### config.mk
export PLATFORM = sky130hd
export DESIGN_NAME = mac_sequencer
export DESIGN_NICKNAME = d
export VERILOG_FILES = /design/src/rtl/mac_pkg.sv /design/src/rtl/mac_sequencer.sv
export SDC_FILE = /design/constraint.sdc
export NUM_CORES = 1
export LEC_CHECK = 0
export CORE_AREA = 2 2 93 95
export DETAILED_ROUTE_END_ITERATION = 16
export DIE_AREA = 0 0 95 97
export MAX_ROUTING_LAYER = met4
export PLACE_DENSITY = 0.68
export SLEW_MARGIN = 40
export SYNTH_ARGS = -nofsm -noshare
export SYNTH_HDL_FRONTEND = slang
export SYNTH_SLANG_ARGS = --single-unit
export TNS_END_PERCENT = 20
### constraint.sdc
create_clock -name clk -period 2.3 [get_ports clk]
set_input_delay 0.46 -clock clk [delete_from_list [all_inputs] [get_ports clk]]
set_output_delay 0.46 -clock clk [all_outputs]
set_load 0.01 [all_outputs]
### src/rtl/mac_pkg.sv
// Shared definitions for the MAC sequencer: operand and accumulator widths
// and the sequencer state encoding.
package mac_pkg;

    localparam int unsigned DATA_W = 16;
    localparam int unsigned ACC_W  = 39;

    typedef enum logic [2:0] {
        IDLE  = 3'd0,
        CLEAR = 3'd1,
        ACCUM = 3'd2,
        DRAIN = 3'd3,
        DONE  = 3'd4
    } mac_state_t;

endpackage : mac_pkg

### src/rtl/mac_sequencer.sv
// Dot-product sequencer. It feeds operand pairs into an external accumulating
// ALU and presents the final accumulator value through a valid/ready result
// handshake. The ALU itself lives at the integration level.
module mac_sequencer
    import mac_pkg::*;
#(
    parameter int unsigned LEN_W = 8
) (
    input  logic              clk,
    input  logic              R_n,
    input  logic              start,
    input  logic [LEN_W-1:0]  len,
    input  logic              abort,
    output logic              busy,
    input  logic              in_valid,
    output logic              in_ready,
    input  logic [DATA_W-1:0] in_x,
    input  logic [DATA_W-1:0] in_b,
    output logic [DATA_W-1:0] alu_X,
    output logic [DATA_W-1:0] alu_B,
    output logic              alu_valid_in,
    output logic              alu_R,
    input  logic [ACC_W-1:0]  alu_y,
    output logic              result_valid,
    input  logic              result_ready,
    output logic [ACC_W-1:0]  result_data
);

    mac_state_t       state;
    logic [LEN_W-1:0] remaining;
    logic             xfer;

    assign xfer = in_valid && in_ready;

    // Control FSM with registered handshake and ALU-drive outputs.
    // alu_R and alu_valid_in default low each cycle so they act as single-cycle pulses.
    always_ff @(posedge clk or negedge R_n) begin
        if (!R_n) begin
            state        <= IDLE;
            remaining    <= '0;
            alu_X        <= '0;
            alu_B        <= '0;
            alu_valid_in <= 1'b0;
            alu_R        <= 1'b1;
            in_ready     <= 1'b0;
            result_valid <= 1'b0;
            busy         <= 1'b0;
        end else begin
            alu_valid_in <= 1'b0;
            alu_R        <= 1'b0;
            if (abort && (state != IDLE)) begin
                state        <= IDLE;
                remaining    <= '0;
                alu_R        <= 1'b1;
                in_ready     <= 1'b0;
                result_valid <= 1'b0;
                busy         <= 1'b0;
            end else begin
                case (state)
                    IDLE: begin
                        if (start) begin
                            remaining <= len;
                            alu_R     <= 1'b1;
                            busy      <= 1'b1;
                            state     <= CLEAR;
                        end
                    end
                    CLEAR: begin
                        if (remaining != '0) begin
                            in_ready <= 1'b1;
                            state    <= ACCUM;
                        end else begin
                            result_valid <= 1'b1;
                            state        <= DONE;
                        end
                    end
                    ACCUM: begin
                        if (xfer) begin
                            alu_X        <= in_x;
                            alu_B        <= in_b;
                            alu_valid_in <= 1'b1;
                            remaining    <= remaining - 1'b1;
                            if (remaining == LEN_W'(1)) begin
                                in_ready <= 1'b0;
                                state    <= DRAIN;
                            end
                        end
                    end
                    DRAIN: begin
                        result_valid <= 1'b1;
                        state        <= DONE;
                    end
                    DONE: begin
                        if (result_ready) begin
                            result_valid <= 1'b0;
                            busy         <= 1'b0;
                            state        <= IDLE;
                        end
                    end
                    default: begin
                        in_ready     <= 1'b0;
                        result_valid <= 1'b0;
                        busy         <= 1'b0;
                        state        <= IDLE;
                    end
                endcase
            end
        end
    end

    // The ALU has already absorbed the last pair when DONE is entered, so the
    // accumulator is passed straight through rather than re-registered.
    always_comb begin
        result_data = '0;
        if (state == DONE) begin
            result_data = alu_y;
        end
    end

endmodule : mac_sequencer

# Word level (Yosys, flattened, before mapping)
# Cells that the tools add are included.
# W data, S select, Z words.
[op_classes]
n_addsub = 1
multipliers = 0
div = 0
order_cmp = 0
eq_ne = 14
shift = 0
n_mux = 30
bitwise_logic = 1
reduce_logical = 15
[ops]
columns = ["op", "n"]
rows = [
  ["$mux W39", 1],
  ["$mux W8", 3],
  ["$mux W3", 6],
  ["$ne A3 B3 Y1 const B", 6],
  ["$pmux W8 S2", 1],
  ["$mux W1", 15],
  ["$pmux W3 S5", 1],
  ["$reduce_and A3 Y1", 4],
  ["$eq A8 B1 Y1 const B", 1],
  ["$reduce_and A4 Y1", 2],
  ["$reduce_bool A8 Y1", 1],
  ["$sub A8 B1 Y8 const B", 1],
  ["$eq A3 B2 Y1 const B", 2],
  ["$ne A2 B1 Y1 const B", 3],
  ["$pmux W1 S3", 2],
  ["$reduce_bool A3 Y1", 2],
  ["$reduce_or A3 Y1", 2],
  ["$pmux W1 S4", 1],
  ["$eq A3 B1 Y1 const B", 1],
  ["$eq A3 B3 Y1 const B", 1],
  ["$logic_not A3 Y1", 1],
  ["$logic_and A1 B1 Y1", 2],
  ["$reduce_or A2 Y1", 1],
  ["$not A1 Y1", 1],
]
[word_totals]
register_bits = 48
latchBits = 0
mem_bits_rw = 0
romBits = 0
inputBits = 85
elab_cells = 70
n_memories = 0

# Logic depth before layout (Yosys ltp)
[logic_depth]
depth_word = 5
depth_mapped = 7

# Worst setup path after synthesis
# Ideal clock, no wire load.
[synth_path]
path_type = "reg-to-output"
start = "reg state[1]"
end = "out result_data[28]"
t_arrival_ps = 1365
required_ps = 1840
slack_ps = 475
stages_incl_launch_ff = 6
path_cell_list = "dfrtp_1 buf_4 nor3b_2 clkbuf_1 clkbuf_1 and2_1"
[synth_between]
elab_chain_len = 2
[synth_rtl]
columns = ["item", "line_no", "rtl"]
rows = [
  ["start, declared", "mac_sequencer.sv:29", "mac_state_t state;"],
  ["start signal, assigned", "mac_sequencer.sv:39", "state <= IDLE;"],
  ["start signal, assigned", "mac_sequencer.sv:52", "state <= IDLE;"],
  ["start signal, assigned", "mac_sequencer.sv:65", "state <= CLEAR;"],
  ["$eq A3 B3 Y1", "mac_sequencer.sv:115", "if (state == DONE) begin"],
  ["$mux W39", "mac_sequencer.sv:115", ""],
  ["end, declared", "mac_sequencer.sv:26", "output logic [ACC_W-1:0] result_data"],
]
# No other way between the ends.

# Final worst setup path
[layout_path]
start = "reg state[0]"
end = "out result_data[33]"
# The elaborated chain is that of the path after synthesis.

==> flow_summary.ini <==
[critical_path]
crit_start = state[0]
cp.depth = 5
r2r_slack_ns = 0.46
max_stage_delay_ns = 0.42
critPathKind = flip-flop to output pin
critPathLaunchType = flip-flop
worstReg2RegStart = state[1]
reg2reg_to = alu_X[15]
end_kind = output pin
slowest_stage = dfrtp_1
cp.arrival_ns = 1.71
cp_top_family = buffers and inverters
cp_data_required_time_ns = 1.84
cp-endpoint = result_data[33]
crit_buf_inv = 3
ff2ff_path_depth = 5
path_max_fanout = 20
path_cells = nor3b_4, buf_4, clkbuf_16, and2_1, dlygate4sd2_1

[routing]
vias = 2232
first_pass_iters = 4
drtAntennaViolNets = 0
drt_iter0_markers = 54
wl_per_cell_microns = 14.1
remaining_drc_errors = 0
vias_per_cell = 4.54
wirelength_mm = 6.94

[logic_synthesis]
yosys.area.top_type_share = 0.487
netlist_instances = 218
synth.avg_cell_area_sq_um = 11.1
synth_edf_count = 0
yosysTopAreaCell = dfrtp_1
netlist_area_sq_um = 2410
seq_area_frac_synth = 0.498
synth.area.top_cells = dfrtp_1, mux2_2, and2_1, a21oi_1, nand2_1
ys_warn_count = 0
synth-seq-cells = 48
async_reset_ff_frac = 1.00
syn_nets = 305
synth_ff_type = dfrtp_1
synth.distinct_cells = 40

[cells_and_area]
fin_util = 0.534
area_growth_pct = 80.0
final_common_cell = clkdlybuf4s50_1
final_area_sq_um = 4350
multi_input_area_sq_um = 1090
drive_above_1_share = 0.152
final_cell_mix = clkdlybuf4s50_1, dfrtp_1, and2_1, dlygate4sd2_1, mux2_2
regArea_sq_um = 1200
fillers = 761
fin_nets = 473
n_antenna_cell = 0
stdcell_count = 492

[cts]
clock_path_buffers = 2
path_clk_slew_ns = 0.09
worstSkewPairLatency_ns = 0.29
root_buffer = clkbuf_8
numClockSinks = 48
cts_tree = yes
cts_buffers = 5
htreeDepth = 2

[floorplan]
core_area_sq_um = 8130
io_pins = 161
dieArea_sq_um = 9220
start_util = 0.297
fp-row-count = 33
dieHeight_microns = 97
fp.dieW_microns = 95

[placed_design]
dpl.hpwl_mm = 5.17
place_congestion = 0.843
port_buffers = 160
placed_cells = 479
dpl_cell_area_sq_um = 4150

[sta]
layout_min_cycle_time_ns = 2.17
slew_headroom = 0.517
finalCritPeriodShare = 0.944
fmax_ghz = 0.460
setup_viol = 0
worstMarginPinSlew_ns = 0.718
timing.hold.ws_ns = 0.251
setup-tns-final_ns = 0
hold_viol_final = 0
skew_ns = 0.00737
rsz0062_at_grt = no
slew_violations = 0

[grt]
grt-ovfl-total = 0
antenna_found_initial = 0
grt_pass1_wl_mm = 11.0
grt_usage = 0.152
grt_max_degree = 49
grt_pass1_vias = 2334

[outcome]
status = completed

[min_path]
hp-class = input port to async pin

[flow_run]
drv_cap = 0

[power]
cellLeakagePower_nw = 2.06
p_per_area_nw_per_um2 = 1020
irDropWorstVdd_mv = 0.517
==> worst register-to-register path: cells and delay by family, from the launching register on <==
kind                   cells  cell delay (ns)
flip-flops                 1             0.39
AND/OR/NAND/NOR            1             0.35
multiplexers               1             0.40
buffers and inverters      3             0.60
==> metrics by stage <==
step	power [mW]	setup slack, ns
detailed placement	3.62	0.145
global placement	3.57	0.210
CTS	4.42	0.000516
global route	4.73	0.0354
finish	4.43	0.128
floorplan	2.48	0.475
==> timing repair <==
action                                  CTS  global route
pin swaps                                 0             1
endpoints found under the setup margin   38             1
hold buffers                              0             0
setup buffers                             0             3
gates resized for setup                  38             2
cloned                                    0             2
==> cell type report <==
class                   instances  area share
inverters                      11      0.0101
flip-flops and latches         48       0.277
multi-input cells             146       0.252
well taps                     105      0.0302
clock buffers                   5      0.0158
clock inverters                 3      0.0207
repair buffers                174       0.395
==> cells in the mapped netlist, types with 3 or more instances <==
library cell / count
and2_1: 41
a21oi_1: 12
nand2_1: 11
o22ai_1: 6
mux2_2: 30
inv_1: 10
nand2b_1: 3
nor2_1: 3
mux2i_1: 3
nor3_1: 3
dfrtp_1: 47
buf_4: 4
mux2_1: 3
clkbuf_1: 5
and3_1: 3
o21ai_0: 6
==> registers in the layout (all words and copies together) (netlist names) <==
register	flops
state	3
in_ready	1
busy	1
alu_R	1
alu_B	16
result_valid	1
remaining	8
alu_valid_in	1
alu_X	16
==> how the worst min path moves through the flow <==
stage          startpoint  endpoint  depth (start not counted)
3_3_place_gp     alu_X[3]  alu_X[3]                          1
4_1_cts               R_n  alu_X[7]                          2
2_1_floorplan         R_n  alu_B[0]                          0
6_report              R_n  alu_X[7]                          2
5_1_grt               R_n  alu_X[7]                          2
3_5_place_dp     alu_X[2]  alu_X[2]                          1
==> metal layers <==
layer / routed length [microns] / track usage / vias to the layer above / part of all wire
li1: - / - / 1081 / -
met1: 2840 / 0.179 / 1076 / 0.41
met2: 3670 / 0.258 / 69 / 0.53
met3: 369 / 0.0319 / 6 / 0.053
met4: 56 / 0.0435 / 0 / 0.0081
met5: 0 / - / - / 0
==> cell families after synthesis <==
| family | share of synthesized area |
|---|---|
| and+or+nand+nor | 0.190 |
| DFF | 0.498 |
| muxes | 0.166 |
| AOI/OAI and AO/OA | 0.0839 |
| buffers and inverters | 0.0518 |
| adders and majority gates | 0.0104 |
==> report_power, final <==
part,internal [mW],switching [mW]
Sequential,1.23,0.220
Clock,0.543,0.279
Combinational,1.26,0.891
Total,3.04,1.39
(Power assumes the default switching activity.)
